$ cat config.mk
export PLATFORM = sky130hd
export DESIGN_NAME = score_bcd_ctrl_flat
export DESIGN_NICKNAME = d
export VERILOG_FILES = /design/src/rtl/score_pkg.sv /design/src/rtl/score_bcd_ctrl_if.sv /design/src/rtl/bin2bcd_seq.sv /design/src/rtl/score_bcd_ctrl.sv /design/src/flat_wrapper.sv
export SDC_FILE = /design/constraint.sdc
export NUM_CORES = 1
export LEC_CHECK = 0
export CAP_MARGIN = 20
export CORE_UTILIZATION = 30
export DETAILED_ROUTE_END_ITERATION = 10
export PLACE_DENSITY = 0.65
export SYNTH_ARGS = -nofsm -noshare
export SYNTH_HDL_FRONTEND = slang
export SYNTH_SLANG_ARGS = --single-unit
export TNS_END_PERCENT = 50
$ cat constraint.sdc
create_clock -name PCLK -period 4.9 [get_ports PCLK]
set_input_delay 1.225 -clock PCLK [delete_from_list [all_inputs] [get_ports PCLK]]
set_output_delay 1.225 -clock PCLK [all_outputs]
set_load 0.02 [all_outputs]
$ cat src/rtl/score_pkg.sv
// Shared constants, register map and FSM encoding for the score/BCD controller.
package score_pkg;

  localparam int SCORE_W = 14;
  localparam int DIGITS  = 4;
  localparam int BCD_W   = 4 * DIGITS;

  localparam logic [SCORE_W-1:0] SCORE_MAX = 14'd9999;

  // APB register offsets (PADDR[11:0])
  localparam logic [11:0] ADDR_SCORE  = 12'h000;
  localparam logic [11:0] ADDR_CTRL   = 12'h004;
  localparam logic [11:0] ADDR_DIGITS = 12'h008;
  localparam logic [11:0] ADDR_HIGH   = 12'h00C;

  localparam int CTRL_CLR_BIT  = 0;
  localparam int CTRL_FRZ_BIT  = 1;
  localparam int STAT_FRZ_BIT  = 0;
  localparam int STAT_BUSY_BIT = 1;
  localparam int STAT_OVF_BIT  = 2;

  typedef enum logic [1:0] {
    ST_IDLE   = 2'd0,
    ST_LOAD   = 2'd1,
    ST_SHIFT  = 2'd2,
    ST_COMMIT = 2'd3
  } state_t;

  function automatic logic [SCORE_W-1:0] clamp_score(input logic [SCORE_W-1:0] v);
    return (v > SCORE_MAX) ? SCORE_MAX : v;
  endfunction

endpackage

$ cat src/rtl/score_bcd_ctrl_if.sv
// APB3 bus bundle between the Cortex-M3 fabric (master) and the score controller (slave).
// Zero-wait-state protocol: a transfer is a setup cycle (PSEL & !PENABLE) followed by one
// access cycle (PSEL & PENABLE); PREADY is always 1 so every access completes in that cycle.
interface score_bcd_ctrl_if;
  logic        PSEL;
  logic        PENABLE;
  logic        PWRITE;
  logic [31:0] PADDR;
  logic [31:0] PWDATA;
  logic [31:0] PRDATA;
  logic        PREADY;
  logic        PSLVERR;

  modport master (
    output PSEL, PENABLE, PWRITE, PADDR, PWDATA,
    input  PRDATA, PREADY, PSLVERR
  );

  modport slave (
    input  PSEL, PENABLE, PWRITE, PADDR, PWDATA,
    output PRDATA, PREADY, PSLVERR
  );
endinterface

$ cat src/rtl/bin2bcd_seq.sv
// Serial double-dabble converter: start captures the binary value, done is high during the
// cycle whose closing edge performs the last of SCORE_W shifts; bcd then holds the result.
module bin2bcd_seq
  import score_pkg::*;
(
  input  logic               clk,
  input  logic               rst_n,
  input  logic               start,
  input  logic [SCORE_W-1:0] bin,
  output logic               done,
  output logic [BCD_W-1:0]   bcd
);

  logic [SCORE_W-1:0] bin_sr;
  logic [3:0]         cnt;
  logic               running;
  logic [BCD_W-1:0]   adj;

  always_comb begin
    adj = bcd;
    for (int d = 0; d < DIGITS; d++) begin
      if (bcd[4*d +: 4] >= 4'd5) adj[4*d +: 4] = bcd[4*d +: 4] + 4'd3;
    end
  end

  assign done = running && (cnt == 4'(SCORE_W - 1));

  always_ff @(posedge clk or negedge rst_n) begin
    if (!rst_n) begin
      bin_sr  <= '0;
      bcd     <= '0;
      cnt     <= '0;
      running <= 1'b0;
    end else if (start) begin
      bin_sr  <= bin;
      bcd     <= '0;
      cnt     <= '0;
      running <= 1'b1;
    end else if (running) begin
      bcd     <= {adj[BCD_W-2:0], bin_sr[SCORE_W-1]};
      bin_sr  <= {bin_sr[SCORE_W-2:0], 1'b0};
      cnt     <= cnt + 4'd1;
      if (done) running <= 1'b0;
    end
  end

endmodule

$ cat src/rtl/score_bcd_ctrl.sv
// Score controller: APB register file, clear/load/hit arbitration with saturation, and a
// once-per-frame BCD conversion FSM. Define SCORE_HIGH_EN to build the high-score register.
module score_bcd_ctrl
  import score_pkg::*;
(
  input  logic                 PCLK,
  input  logic                 PRESERN,
  score_bcd_ctrl_if.slave      apb,
  input  logic                 hit,
  input  logic                 frame_start,
  output logic [BCD_W-1:0]     digits,
  output logic                 busy,
  output logic                 overflow,
  output state_t               dbg_state
);

  state_t             state_q, state_d;
  logic [SCORE_W-1:0] score_q, score_d;
  logic               dirty_q, freeze_q, overflow_q, overflow_d, busy_q;
  logic [BCD_W-1:0]   digits_q;
  logic [11:0]        addr;
  logic               wr_stb, do_clear, do_load, hit_ok;
  logic               conv_start, conv_done, commit;
  logic [BCD_W-1:0]   conv_bcd;
  logic [31:0]        rd_data;
  logic               unused_apb_bits;

  assign addr            = apb.PADDR[11:0];
  assign unused_apb_bits = ^{apb.PADDR[31:12], apb.PWDATA[31:SCORE_W]};
  assign apb.PREADY      = 1'b1;
  assign apb.PSLVERR     = 1'b0;

  assign wr_stb   = apb.PSEL && apb.PENABLE && apb.PWRITE;
  assign do_clear = wr_stb && (addr == ADDR_CTRL) && apb.PWDATA[CTRL_CLR_BIT];
  assign do_load  = wr_stb && (addr == ADDR_SCORE);
  // A hit loses to any register update landing in the same cycle.
  assign hit_ok   = hit && !freeze_q && !do_clear && !do_load;

  always_comb begin
    score_d    = score_q;
    overflow_d = overflow_q;
    if (do_clear) begin
      score_d    = '0;
      overflow_d = 1'b0;
    end else if (do_load) begin
      score_d    = clamp_score(apb.PWDATA[SCORE_W-1:0]);
      overflow_d = 1'b0;
    end else if (hit_ok) begin
      if (score_q == SCORE_MAX) overflow_d = 1'b1;
      else                      score_d    = score_q + 14'd1;
    end
  end

  always_comb begin
    state_d    = state_q;
    conv_start = 1'b0;
    commit     = 1'b0;
    case (state_q)
      ST_IDLE:   if (frame_start && dirty_q) state_d = ST_LOAD;
      ST_LOAD: begin
        conv_start = 1'b1;
        state_d    = ST_SHIFT;
      end
      ST_SHIFT:  if (conv_done) state_d = ST_COMMIT;
      ST_COMMIT: begin
        commit  = 1'b1;
        state_d = ST_IDLE;
      end
      default:   state_d = ST_IDLE;
    endcase
  end

  // The converter registers score_q on conv_start, which is the frame snapshot.
  bin2bcd_seq u_bin2bcd (
    .clk   (PCLK),
    .rst_n (PRESERN),
    .start (conv_start),
    .bin   (score_q),
    .done  (conv_done),
    .bcd   (conv_bcd)
  );

  always_ff @(posedge PCLK or negedge PRESERN) begin
    if (!PRESERN) begin
      state_q    <= ST_IDLE;
      score_q    <= '0;
      overflow_q <= 1'b0;
      freeze_q   <= 1'b0;
      dirty_q    <= 1'b0;
      busy_q     <= 1'b0;
      digits_q   <= '0;
    end else begin
      state_q    <= state_d;
      score_q    <= score_d;
      overflow_q <= overflow_d;
      if (wr_stb && (addr == ADDR_CTRL)) freeze_q <= apb.PWDATA[CTRL_FRZ_BIT];
      // A change racing the snapshot edge must survive, so it wins over the LOAD clear.
      if (score_d != score_q)       dirty_q <= 1'b1;
      else if (state_q == ST_LOAD)  dirty_q <= 1'b0;
      // busy stays up for the cycle after COMMIT so it covers the full 17-cycle latency.
      busy_q     <= (state_d != ST_IDLE) || (state_q == ST_COMMIT);
      if (commit) digits_q <= conv_bcd;
    end
  end

`ifdef SCORE_HIGH_EN
  logic [SCORE_W-1:0] high_q;
  always_ff @(posedge PCLK or negedge PRESERN) begin
    if (!PRESERN)             high_q <= '0;
    else if (score_q > high_q) high_q <= score_q;
  end
`endif

  always_comb begin
    rd_data = '0;
    case (addr)
      ADDR_SCORE:  rd_data[SCORE_W-1:0] = score_q;
      ADDR_CTRL: begin
        rd_data[STAT_FRZ_BIT]  = freeze_q;
        rd_data[STAT_BUSY_BIT] = busy_q;
        rd_data[STAT_OVF_BIT]  = overflow_q;
      end
      ADDR_DIGITS: rd_data[BCD_W-1:0] = digits_q;
`ifdef SCORE_HIGH_EN
      ADDR_HIGH:   rd_data[SCORE_W-1:0] = high_q;
`endif
      default:     rd_data = '0;
    endcase
  end

  // Read data is captured in the setup phase and held through the access phase.
  always_ff @(posedge PCLK or negedge PRESERN) begin
    if (!PRESERN)                         apb.PRDATA <= '0;
    else if (apb.PSEL && !apb.PENABLE)    apb.PRDATA <= rd_data;
  end

  assign digits    = digits_q;
  assign busy      = busy_q;
  assign overflow  = overflow_q;
  assign dbg_state = state_q;

endmodule

$ cat src/flat_wrapper.sv
// flat-port wrapper written by rule: the top's interface ports become plain ports
module score_bcd_ctrl_flat import score_pkg::*;
  (PCLK, PRESERN, hit, frame_start, digits, busy, overflow, dbg_state, apb_PSEL, apb_PENABLE, apb_PWRITE, apb_PADDR, apb_PWDATA, apb_PRDATA, apb_PREADY, apb_PSLVERR);
  score_bcd_ctrl_if apb_i ();
  input  logic PCLK;
  input  logic PRESERN;
  input  logic hit;
  input  logic frame_start;
  output logic [BCD_W-1:0] digits;
  output logic busy;
  output logic overflow;
  output state_t dbg_state;
  input wire logic [$bits(apb_i.PSEL)-1:0] apb_PSEL;
  input wire logic [$bits(apb_i.PENABLE)-1:0] apb_PENABLE;
  input wire logic [$bits(apb_i.PWRITE)-1:0] apb_PWRITE;
  input wire logic [$bits(apb_i.PADDR)-1:0] apb_PADDR;
  input wire logic [$bits(apb_i.PWDATA)-1:0] apb_PWDATA;
  output wire logic [$bits(apb_i.PRDATA)-1:0] apb_PRDATA;
  output wire logic [$bits(apb_i.PREADY)-1:0] apb_PREADY;
  output wire logic [$bits(apb_i.PSLVERR)-1:0] apb_PSLVERR;
  assign apb_i.PSEL = apb_PSEL;
  assign apb_i.PENABLE = apb_PENABLE;
  assign apb_i.PWRITE = apb_PWRITE;
  assign apb_i.PADDR = apb_PADDR;
  assign apb_i.PWDATA = apb_PWDATA;
  assign apb_PRDATA = apb_i.PRDATA;
  assign apb_PREADY = apb_i.PREADY;
  assign apb_PSLVERR = apb_i.PSLVERR;
  score_bcd_ctrl u_core (.PCLK(PCLK), .PRESERN(PRESERN), .apb(apb_i), .hit(hit), .frame_start(frame_start), .digits(digits), .busy(busy), .overflow(overflow), .dbg_state(dbg_state));
endmodule
==> results of run 1 <==
## through the flow
step	instance area (um2)	utilization, %	hold WS [ps]	setup WS (ps)
floorplan	5030	-	462.9	1124
global placement	5807	36.29	463.5	492.1
detailed placement	5807	36.29	470.0	420.4
CTS	6080	38.00	484.5	766.7
global route	6095	38.09	506.1	490.3
finish	6095	38.09	475.6	723.8
## sequential cells by signal (all words and copies together), names as in the netlist
| register | flops |
|---|---|
| u_core.dirty_q | 1 |
| u_core.dbg_state | 2 |
| u_core.busy | 1 |
| u_core.apb.PRDATA | 16 |
| u_core.u_bin2bcd.cnt | 4 |
| u_core.u_bin2bcd.bcd | 16 |
| u_core.u_bin2bcd.bin_sr | 14 |
| u_core.u_bin2bcd.running | 1 |
| u_core.overflow | 1 |
| u_core.score_q | 14 |
| u_core.digits | 16 |
| u_core.freeze_q | 1 |
## final timing paths
path	start	end	slack (ps)	cells after the start
max in group asynchronous	PRESERN	u_core.u_bin2bcd.bcd[11]	3060	2
max	apb_PADDR[1]	u_core.dirty_q	720	8
min reg2reg	u_core.apb.PRDATA[11]	u_core.apb.PRDATA[11]	480	2
max reg2reg	u_core.score_q[0]	u_core.dirty_q	2170	9
min	u_core.apb.PRDATA[11]	u_core.apb.PRDATA[11]	480	2
min in group asynchronous	PRESERN	u_core.digits[15]	950	1
## cells in the final DEF, fill, tap and decap left out, types with 11 or more instances in the layout
master | synthesis | routed
sky130_fd_sc_hd__mux2i_1 | 23 | 23
sky130_fd_sc_hd__nand3_1 | 12 | 12
sky130_fd_sc_hd__nand4_1 | 11 | 11
sky130_fd_sc_hd__conb_1 | 2 | 18
sky130_fd_sc_hd__o31ai_1 | 11 | 11
sky130_fd_sc_hd__nor2_1 | 43 | 43
sky130_fd_sc_hd__mux2_2 | 17 | 17
sky130_fd_sc_hd__o21ai_0 | 49 | 49
sky130_fd_sc_hd__a22oi_1 | 12 | 12
sky130_fd_sc_hd__ha_1 | 15 | 15
sky130_fd_sc_hd__nor3_1 | 12 | 12
sky130_fd_sc_hd__buf_4 | 18 | 14
sky130_fd_sc_hd__xor2_1 | 11 | 11
sky130_fd_sc_hd__a21oi_1 | 34 | 34
sky130_fd_sc_hd__dfrtp_1 | 87 | 87
sky130_fd_sc_hd__nand2_1 | 52 | 52
sky130_fd_sc_hd__clkdlybuf4s50_1 | 0 | 67
sky130_fd_sc_hd__inv_1 | 20 | 20
## cells by family (layout without fill, tap and decap cells)
family	count (synthesis)	in the layout	share of synthesized area, %
AOI/OAI and AO/OA	132	132	15.96
xor gates and xnor gates	21	21	3.701
adders and majority gates	15	15	3.776
buffers and inverters	73	118	7.049
DFF	87	87	43.81
muxes	40	40	8.484
other	2	18	0.1511
and+or+nand+nor	173	173	17.07
## layout make-up
cell class	instances	area (um2)
multi-input combinational	399	2509
clock inverter	6	43.79
tap	216	270.3
timing repair buffer	82	790.8
fill	1638	9906
sequential	87	2177
clock buffer	10	229.0
inverter	20	75.07
## routing by layer
metal  vias to the layer above  global-route usage (%)  wire length, um
met4                         0                   5.612              273
met1                      2068                   21.56             5976
met2                       140                   25.71             6224
met5                         -                       0                0
met3                        20                   3.379              845
li1                       2007                       -                -
## worst max-delay path, stage by stage
cell	delay, ps
sky130_fd_sc_hd__clkdlybuf4s50_1	400
sky130_fd_sc_hd__or4_4	570
sky130_fd_sc_hd__or4_1	650
sky130_fd_sc_hd__or3_1	540
sky130_fd_sc_hd__o31ai_1	540
sky130_fd_sc_hd__a211oi_1	140
sky130_fd_sc_hd__nor3_1	220
sky130_fd_sc_hd__nand4_1	100
## where the power goes
group	internal [uW]	switching, uW	leakage (uW)
registers	930	268	0.00114
logic	497	578	0.00138
clock network	347	296	0.000133
==> results by stage, run 1 <==
Timing:
- The final total negative setup slack is 0 ps.
- The final worst-path cycle share is between 80% and 90%.
- Clock skew on the completed layout was measured at 7.271 ps.
- The transition time at the pin with the least slew margin is 838.3 ps.
- The final number of max-transition violations is 0.
- Setup violations remaining at the end of the flow were counted as 0.
- The number of hold violations in the final report is 0.
- For the finished layout, the period the worst path requires is ~4200 ps.
- The maximum operating frequency is 239.5 MHz.
- The worst-case headroom to the max-slew limit is between 40% and 50%.
- Setup repair after global routing left no endpoint under its margin.

Die:
- The height of the die is between 100 and 150 um.
- Measured along the x axis, the die boundary spans 130.7 um.
- The full die area is 0.01709 mm2.
- Pin placement for this block handled 125 I/O pins.
- The area of the core region is 0.01600 mm2.
- For this configuration, the core starts out at a cell density of 31.06%.
- The row count is 46.

Power:
- The power density over the cells is 478.3 mW/mm2.
- The worst-case IR drop observed on VDD is 0.0002076 V.
- The leakage power figure is 0.002654 uW.
- Total power for the finished layout comes to approximately 2900 uW.

Clock tree:
- The number of CTS-inserted buffers is 9.
- At the later pin of the worst-skew pair, clock insertion delay measures 340 ps.
- The level count of the clock H-tree is 3.
- The clock transition at the register clock pins on the worst setup and hold paths after CTS is ~70 ps.
- The number of hold-repair buffers added at the cts stage is 0.
- The setup fix buffers added after clock tree synthesis is 0.
- No sink is reached through more buffers than the 2 on the longest clock path.
- The total of cells resized after clock tree synthesis is 0.
- The CTS tree is yes.
- The clock net sink count is between 80 and 90.
- The buffer cell driving the clock tree root is sky130_fd_sc_hd__clkbuf_16.

Critical path:
- Data on the critical path is required at its endpoint by ~5100 ps.
- The endpoint kind of the worst setup timing path is a flop.
- The type of origin of the critical path is a primary input.
- STA puts the critical path data arrival time at 4390 ps.
- The setup path with the least slack is of type primary input to flop.
- The largest fanout of any net on the critical path is 10.

Synth:
- In this run, synthesis inferred 0 flip-flops with an integrated enable.
- The biggest area consumer among synthesized cells is sky130_fd_sc_hd__dfrtp_1.
- Summing the sequential cell areas from Yosys gives between 40% and 50% of the chip area.
- Dividing the synthesized area by the synthesized cell count gives approximately 9 um2.
- The top flip-flop cell by instance count after synthesis is sky130_fd_sc_hd__dfrtp_1.
- Among all cell types in the netlist, the one instantiated most often is sky130_fd_sc_hd__dfrtp_1.
- Counting every instance in the synthesized netlist gives about 540.
- The top-area cell type share of the netlist area is 43.81%.
- The share of flip-flops with an asynchronous set or reset after synthesis is 100.0%.
- The synthesized design contains slightly below 90 register bits.
- The commonest cells after synthesis are 87 x sky130_fd_sc_hd__dfrtp_1, 52 x sky130_fd_sc_hd__nand2_1, 49 x sky130_fd_sc_hd__o21ai_0.
- By area the synthesized netlist is led by sky130_fd_sc_hd__dfrtp_1 44%, sky130_fd_sc_hd__o21ai_0 4.9%, sky130_fd_sc_hd__mux2i_1 4.6%, sky130_fd_sc_hd__nand2_1 3.9%, sky130_fd_sc_hd__mux2_2 3.9%.
- The number of unique standard cell types used by synthesis is between 50 and 60.
- Yosys printed 0 warnings.
- Summing every instance area after synthesis gives 0.004970 mm2.

Status:
- The flow ran to the end, and the final reports show no timing, DRC or antenna violations.

Final layout:
- In the final layout, the share of cells above drive strength 1 is 8.113%.
- The net total in the final layout is 685.
- From synthesis to final layout, the design area changed by 22.63%.
- Once layout is complete, the cells apart from fillers number 820.
- The repair_antennas step left the layout with diodes totalling 0.

Routing:
- The pre-antenna-repair detailed-routing pass consisted of 5 iterations.
- The count of antenna-violating nets left after detailed routing is 0.
- In the routed layout, each cell is associated on average with a via count of between 5 and 6.
- The routed wire length is 13320 um.
- The mean routed wirelength per cell is 16.24 um.
- After detailed routing, the number of remaining DRC violations is 0.
- Across all layers, the routed design uses 4235 vias.
- The DRC marker count from the first detailed-route iteration is around 360.

Global route:
- The first global-routing pass estimated 21020 um of wire.
- The remaining global-route overflow is 0.
- The largest net degree at the start of global routing is 62.
- The initial antenna violation count is 0.
- The number of global-route vias before repair is 4019.
- The combined global-route utilization of all metal layers is 16.09%.

Placed design:
- The count of placed standard cells including taps is 803.
- The final weighted congestion of routability-driven global placement is just over 0.9.
- The number of buffer cells added on primary ports is 68.
- The final HPWL from detailed placement is between 9000 and 10000 um.

Worst hold path:
- The class of the most critical hold timing path is flop to flop.

Run:
- The max-capacitance violation count is 0.
Power figures use the tool's default switching activity.
==> run 2, diff against run 1 <==
--- a/config.mk
+++ b/config.mk
@@ -11,5 +11,6 @@
 export PLACE_DENSITY = 0.65
 export SYNTH_ARGS = -nofsm -noshare
 export SYNTH_HDL_FRONTEND = slang
+export SYNTH_HIERARCHICAL = 1
 export SYNTH_SLANG_ARGS = --single-unit
 export TNS_END_PERCENT = 50
==> run 2 against run 1 <==
Against the previous run:
- critical path depth increased by 1
- largest cell class unchanged
- fmax up 7.5%
- core utilization shrank 0.54 points
- sequential share of layout area down 1.3 points
- critical endpoint is now u_core/dirty_q
- global-route usage fell by 0.23 points
- setup slack better by 290 ps
- routed wire length is 5.1% higher
- critical path type unchanged
==> results by stage, run 2 <==
Status:
- The run finished with clean final reports.

Placed design:
- The worst slack after detailed placement is around 750 ps.
- After legalization and detailed placement, the total HPWL measured 9864 um.
- The count of placed standard cells including taps is 813.
- Port buffering added 68 buffers.
- The final weighted congestion of routability-driven global placement is between 0.9 and 1.

Synth:
- The sequential element share of the synthesized area is 41.68%.
- The share of cell area taken by muxes after synthesis is between 7 and 8%.
- The netlist area before placement is 0.005224 mm2.
- The top-area cell type share of the netlist area is 41.68%.
- In the synthesized netlist, the number of instances is 554.
- The synthesized-area fraction occupied by xor and xnor cells is under 10%.
- The count of flip-flops with a built-in enable after synthesis is 0.
- Summing the areas of all and, or, nand and nor instances in the mapped netlist gives 19.78% of the synthesized area.
- Yosys instantiated no cell more often than sky130_fd_sc_hd__dfrtp_1.
- Counting flops with an async set or reset pin after synthesis yields a share of 100.0%.
- The largest family of logic cells by synthesized area is simple AND/OR/NAND/NOR gates.
- Ranked by instance count, the synthesized netlist is headed by 87 x sky130_fd_sc_hd__dfrtp_1, 49 x sky130_fd_sc_hd__nor2_1, 42 x sky130_fd_sc_hd__nand2_1.
- Averaged over all synthesized cells, the footprint is 9.429 um2.
- In the synthesized netlist the dominant register cell turns out to be sky130_fd_sc_hd__dfrtp_1.
- Summed over all instances, the cell type with the most area after synthesis is sky130_fd_sc_hd__dfrtp_1.
- Yosys attributes the largest share of cell area to sky130_fd_sc_hd__dfrtp_1 42%, sky130_fd_sc_hd__mux2_2 3.9%, sky130_fd_sc_hd__mux2i_1 3.6%, sky130_fd_sc_hd__ha_1 3.6%, sky130_fd_sc_hd__nor2_1 3.5%.
- Yosys mapped the design onto 68 distinct sky130hd cell types.
- The synthesized netlist devotes between 10% and 20% of its cell area to compound gates.
- Synthesis inferred 87 register bits.
- The adder and majority cell fraction of the synthesized area is 3.593%.
- The number of synthesis warnings is 6.

Timing:
- The worst-case headroom to the max-slew limit is 27.30%.
- The final total negative setup slack is 0 ps.
- The final hold slack is 471.6 ps.
- The transition time at the pin with the least slew margin is 1090 ps.
- The worst clock skew is 8.185 ps.
- The number of hold violations in the final report is 0.
- The worst-case setup margin in the final layout is a little over 1000 ps.
- The final critical path takes up 79.32% of the cycle.
- The maximum operating frequency is 257.3 MHz.
- The final number of max-transition violations is 0.
- The smallest clock period supported by the final layout is computed as 3887 ps.
- Setup violations remaining at the end of the flow were counted as 0.
- Setup repair after global routing left no endpoint under its margin.

Final layout:
- The most common cell after layout, fill and taps aside is sky130_fd_sc_hd__dfrtp_1.
- The antenna diode count is 0.
- Excluding fillers, the count of instances in the completed layout stands at slightly above 800.
- The final standard cell utilization of the core is 37.55%.
- Relative to the synthesized area, the layout overhead comes to 20.91%.
- Leaving out fill and tap cells, the most frequent cells in the layout are 87 x sky130_fd_sc_hd__dfrtp_1, 67 x sky130_fd_sc_hd__clkdlybuf4s50_1, 49 x sky130_fd_sc_hd__nor2_1, 42 x sky130_fd_sc_hd__nand2_1, 29 x sky130_fd_sc_hd__o21ai_0.
- In the final layout, the share of cells above drive strength 1 is under 10%.
- After filler insertion, the fill cell instance count of the layout stands at 1717.
- At the end of the flow, the number of nets in the layout was 690.

Global route:
- The number of global-route vias before repair is 4028.
- The initial antenna violation count is 0.
- Global routing consumed, over all layers together, around 16% of the routing resources.
- Summed over all layers, the global routing overflow is 0.
- Entering global routing, the biggest net connects 58 pins.
- The wire length of the first global-routing pass is between 20000 and 25000 um.

Power:
- The leakage power figure is 0.002705 uW.
- The maximum VDD drop is 0.0002609 V.
- Power spread over the standard cell area amounts to 515.4 mW/mm2.

Clock tree:
- The number of CTS-inserted buffers is 9.
- The buffer cell driving the clock tree root is sky130_fd_sc_hd__clkbuf_16.
- The H-tree generated during clock tree synthesis spans 3 levels.
- In this run, post-CTS hold repair placed 0 buffers.
- At the later pin of the worst-skew pair, clock insertion delay measures 330 ps.
- Counting every sink on the clock net gives 87.
- Clock-pin slew was measured on the worst setup and hold paths at 70 ps.
- TritonCTS built the clock tree.
- The buffer levels on the longest clock path is 2.
- The setup fix buffers added after clock tree synthesis is 0.
- The total of cells resized after clock tree synthesis is 0.

Die:
- The height of the die is 134.0 um.
- During I/O placement, the number of pins put on the boundary was 125.
- The core region is 0.01682 mm2.
- The row count is 47.
- The horizontal die dimension is 134.0 um.
- The floorplan step defined a die boundary enclosing 0.01794 mm2.
- The starting density of the core is 31.06%.

Routing:
- The DRC marker count from the first detailed-route iteration is 477.
- After detailed routing, the number of vias per cell comes to 5.290.
- The via count is 4385.
- In the routed design, unresolved DRC markers number 0.
- The count of antenna-violating nets left after detailed routing is 0.
- The number of optimization iterations in the first detailed-route pass is 5.
- The routed wire length is 14000 um.
- In the final routed layout, each cell accounts on average for 16.89 um.

Critical path:
- Walking the worst path, the cells encountered are clkdlybuf4s50_1, buf_4, nor4bb_1, nand4_1, o31ai_1, a211oi_1, a2111o_1, a2111oi_2, nand4_1.
- The worst setup path is captured at a flop.
- The endpoint required time on the critical path is ~5000 ps.
- The worst setup path is launched from a primary input.
- For the worst setup path, the data arrival time is 4080 ps.
- The largest single stage delay on the critical path is a little under 500 ps.
- The largest fanout of any net on the critical path is 13.
- By instance count, the cell type seen most on the critical path is sky130_fd_sc_hd__nand4_1.
- On the critical path, the stage with the largest delay is an instance of sky130_fd_sc_hd__nand4_1.
- By startpoint and endpoint, the worst setup path is classified as primary input to flop.

Run:
- Across the run, the number of max-cap violations was 0.

Worst hold path:
- In this run the worst hold path is classified as flop to flop.
run 2: changes by cell type in the layout (fill, tap and decap cells not counted), sizes merged, moves of 7 or more:
| cell | delta |
|---|---|
| a221oi | +10 |
| xnor2 | -7 |
| nand2 | -10 |
| a22oi | -11 |
| o21ai | -16 |
| a21oi | -10 |
run 2: final cells by class:
type	instances	area, um2	share of cell area, %
Inverter	21	78.83	1.248
Timing Repair Buffer	76	738.2	11.69
Sequential cell	87	2177	34.47
Tap cell	220	275.3	4.358
Multi-Input combinational cell	409	2700	42.75
Clock buffer	10	239.0	3.784
Clock inverter	6	107.6	1.704
run 2: critical path, delay by kind of cell:
family | cells | cell delay (ps)
compound gates | 4 | 1140
buf+inv | 2 | 660
simple gates | 3 | 1050
run 2: cell families after synthesis:
logic type	count (synthesis)
buffers and inverters	74
and+or+nand+nor	196
AOI/OAI and AO/OA	132
xor gates and xnor gates	10
adders and majority gates	15
muxes	38
DFF	87
other	2
run 2: through the flow:
step / power, uW / instance area (um2)
floorplan: 2055 / 5284
global placement: 2447 / 5969
detailed placement: 2471 / 5969
CTS: 3270 / 6316
global route: 3465 / 6316
finish: 3255 / 6316
run 2: worst paths after layout:
path | start | end | slack, ps | cells after the start
worst max-delay path | apb_PADDR[2] | u_core/dirty_q | 1010 | 9
worst min register to register | u_core/apb.PRDATA[14] | u_core/apb.PRDATA[14] | 470 | 2
max in group asynchronous | PRESERN | u_core/score_q[11] | 3060 | 2
min in group asynchronous | PRESERN | u_core/u_bin2bcd/bcd[15] | 940 | 1
worst min-delay path | u_core/apb.PRDATA[14] | u_core/apb.PRDATA[14] | 470 | 2
worst max register to register | u_core/score_q[8] | u_core/dirty_q | 2070 | 7
run 2: report_power, final:
group          switching [uW]  internal, uW  leakage (uW)
sequential                322           949       0.00111
clock                     276           510      0.000168
combinational             613           585       0.00143
total                    1210          2040       0.00271
run 2: metal layers:
layer	part of all wire, %	track usage, %
met1	45	22.29
met2	45	23.81
met3	7.9	3.779
met4	1.6	5.114
met5	0	0
==> run 3, diff against run 2 <==
==> constraint.sdc (replaced) <==
create_clock -name PCLK -period 3.99 [get_ports PCLK]
set_input_delay 0.9975 -clock PCLK [delete_from_list [all_inputs] [get_ports PCLK]]
set_output_delay 0.9975 -clock PCLK [all_outputs]
set_load 0.02 [all_outputs]
==> run 3 against run 2 <==
Against the previous run:
- worst hold slack worse by 0.95 ps
- clock power is 11% higher
- sequential share of layout area is 0.11 points lower
- core utilization is 0.12 points higher
- register-to-register slack worse by 850 ps
- via count is 0.11% higher
- setup slack worse by 430 ps
- largest cell class unchanged
- highest routed layer is now met5
==> results by stage, run 3 (same netlist as run 2, synthesis figures left out) <==
Placed design:
- The final weighted congestion of routability-driven global placement is 0.9366.
- In this run the tool buffered the top-level ports with 68 buffer cells.
- The final HPWL from detailed placement is between 9000 and 10000 um.

Timing:
- Between clock sinks in the finished design, the worst skew comes to 9.516 ps.
- Setup repair after global routing left no endpoint under its margin.
- Of the available clock period, the critical path in the final layout requires 85.49%.
- The time the final worst path needs with I/O delays and setup is 3411 ps.
- The final number of max-transition violations is 0.
- The total of endpoints with negative setup slack in the final report is 0.
- The number of hold violations in the final report is 0.
- Headroom to the max-slew limit came out at between 40% and 50%.
- After routing, the total negative slack on setup checks comes to 0 ps.
- At the pin with the least slew margin, the transition time is 865.8 ps.
- Derived from the worst setup path, the maximum achievable clock frequency is a little under 300 MHz.

Final layout:
- The antenna diode count is 0.
- The library cell used most frequently in the layout, excluding fill and tap cells, is sky130_fd_sc_hd__dfrtp_1.
- The net total in the final layout is 698.
- The layout cell share with drive strength beyond 1 is 9.887%.
- In the layout the commonest cells are 87 x sky130_fd_sc_hd__dfrtp_1, 67 x sky130_fd_sc_hd__clkdlybuf4s50_1, 49 x sky130_fd_sc_hd__nor2_1, 42 x sky130_fd_sc_hd__nand2_1, 29 x sky130_fd_sc_hd__o21ai_0.
- From synthesis to final layout, the design area changed by 21.29%.

Clock tree:
- The number of CTS-inserted buffers is 9.
- After clock tree synthesis, the repair step resized 0 gates.
- The buffer cell driving the clock tree root is sky130_fd_sc_hd__clkbuf_16.
- The CTS tree is yes.
- The clock transition at the register clock pins on the worst setup and hold paths after CTS is 70 ps.
- The number of hold-repair buffers added at the cts stage is 0.
- For the worst-skew pair, the clock arrives at the later sink with an insertion delay of 350 ps.
- The clock net sink count is between 80 and 90.
- In this run the deepest clock path goes through 2 buffers.
- The level count of the clock H-tree is 3.
- The number of setup buffers added after CTS is 0.

Die:
- The horizontal die dimension is around 130 um.
- The boundary pin count is ~130.
- After floorplanning, the core was sized to cover 0.01682 mm2.
- The full die area is 0.01794 mm2.
- After floorplanning, the core was divided into 47 placement rows.
- The starting density of the core is 31.06%.
- The height of the die is 134.0 um.

Power:
- Per report_power, the combinational group accounts for 38.4% of the total.
- The power spent charging and discharging nets is 1508 uW.
- The total design power is 3907 uW.
- The internal power of the cells is between 2000 and 2500 uW.
- IR analysis of the VDD net gives a maximum drop of 0.0003711 V.
- Net switching is 38.59% of the power.
- For this design the ratio of total power to cell area is 616.6 mW/mm2.
- The sequential cell fraction of total power is 39.3%.
- The clock share of power is between 20 and 25%.
- The leakage power figure is 0.002727 uW.

Global route:
- Global routing consumed, over all layers together, approximately 16% of the routing resources.
- The initial antenna violation count came to 1.
- The wire length of the first global-routing pass is approximately 23000 um.
- Summed over all layers, the global routing overflow is 0.
- The largest net degree at the start of global routing is 58.
- The number of global-route vias before repair is between 4000 and 5000.

Routing:
- The routed wire length is 13960 um.
- The via count is 4390.
- After detailed routing, the number of vias per cell comes to roughly 5.2.
- The number of optimization iterations in the first detailed-route pass is 5.
- The residual DRC count is 0.
- The DRC marker count from the first detailed-route iteration is 493.
- The mean routed wirelength per cell is 16.68 um.
- The count of antenna-violating nets left after detailed routing is 0.

Critical path:
- Tracing the worst setup path back leads to its startpoint at apb_PENABLE.
- The worst setup path is of the primary input to flop kind.
- The arrival time reported for the critical path endpoint is 3610 ps.
- The slowest stage of the critical path is the sky130_fd_sc_hd__clkdlybuf4s50_1 cell.
- The delay of the slowest cell on the worst path is 490 ps.
- Among the stages of the critical path, the cell type that occurs most often is sky130_fd_sc_hd__nand4_1.
- Counting cells, the worst reg-to-reg path comes to 7.
- The largest fanout of any net on the critical path is 12.
- The worst register-to-register path begins at u_core/score_q[8].
- The endpoint required time on the critical path is 4190 ps.
- The worst setup path is captured at a flop.
- The worst setup slack for register-to-register paths is 1220 ps.
- In this run the critical register-to-register path is captured at u_core/dirty_q.
- The signal on the critical path passes through clkdlybuf4s50_1, and4b_1, nand4_1, buf_4, nor3_1, nor2_1, o32a_1, a211oi_1, nand4_1.
- The type of origin of the critical path is a primary input.

Worst hold path:
- The worst hold path endpoint is u_core/apb.PRDATA[15].
- The number of cells on the worst hold path is 2.
- The beginning of the worst hold path is u_core/apb.PRDATA[15].
- The worst hold path belongs to the class flop to flop.

Run:
- The max-capacitance violation count is 0.

Status:
- The flow ran to the end, and the final reports show no timing, DRC or antenna violations.
==> run 3: cell count changes in the layout (fill, tap and decap cells not counted), sizes merged <==
cell      delta
buf          +8
inv          +3
bufinv       -2
clkbuf       +1
clkinv       -1
clkinvlp     -1
==> run 3: worst max-delay path: cells and delay by family <==
kind	cells	cell delay, ps
AND/OR/NAND/NOR	5	1330
buffers and inverters	2	740
AO/OA/AOI/OAI	2	540
==> run 3: power by group through the flow <==
stage / Clock [uW] / Sequential, uW / Combinational, uW
after floorplan: 0 / 1490 / 1030
after global placement: 0 / 1550 / 1470
after detailed placement: 0 / 1550 / 1490
after CTS: 897 / 1530 / 1510
after global routing: 937 / 1580 / 1660
final: 869 / 1540 / 1500
==> run 3: metal layers <==
metal  up-vias  GRT usage (%)  wire (um)
li1       2111              -          -
met1      2080          22.36       6426
met2       181          23.98       6215
met3        16          5.064       1112
met4         2          4.924        193
met5         -              0         13
==> run 3: through the flow <==
step / setup WS (ps) / hold WS, ps / utilization [%] / instance area, um2 / cells
3_3_place_gp: 295.3 / 451.5 / 35.85 / 6030 / 821
2_1_floorplan: 1121 / 447.8 / - / 5284 / 570
3_5_place_dp: 353.4 / 455.4 / 35.85 / 6030 / 821
6_report: 579.1 / 470.7 / 37.67 / 6336 / 837
5_1_grt: 441.8 / 483.1 / 37.67 / 6336 / 837
4_1_cts: 689.3 / 470.8 / 37.67 / 6336 / 837
==> run 3: layout make-up <==
class                   count  area [um2]
fillers                  1712       10480
multi-input cells         409        2700
clock inverters             5       63.81
well taps                 220       275.3
repair buffers             84       798.3
inverters                  21       78.83
clock buffers              11       242.7
flip-flops and latches     87        2177
==> run 3: worst max path at each step <==
stage,slack (ps),cells past startpoint,endpoint
floorplan,1120,8,u_core/dirty_q
finish,580,9,u_core/dirty_q
global placement,300,9,u_core/dirty_q
global route,440,9,u_core/dirty_q
CTS,690,8,u_core/dirty_q
detailed placement,350,8,u_core/dirty_q
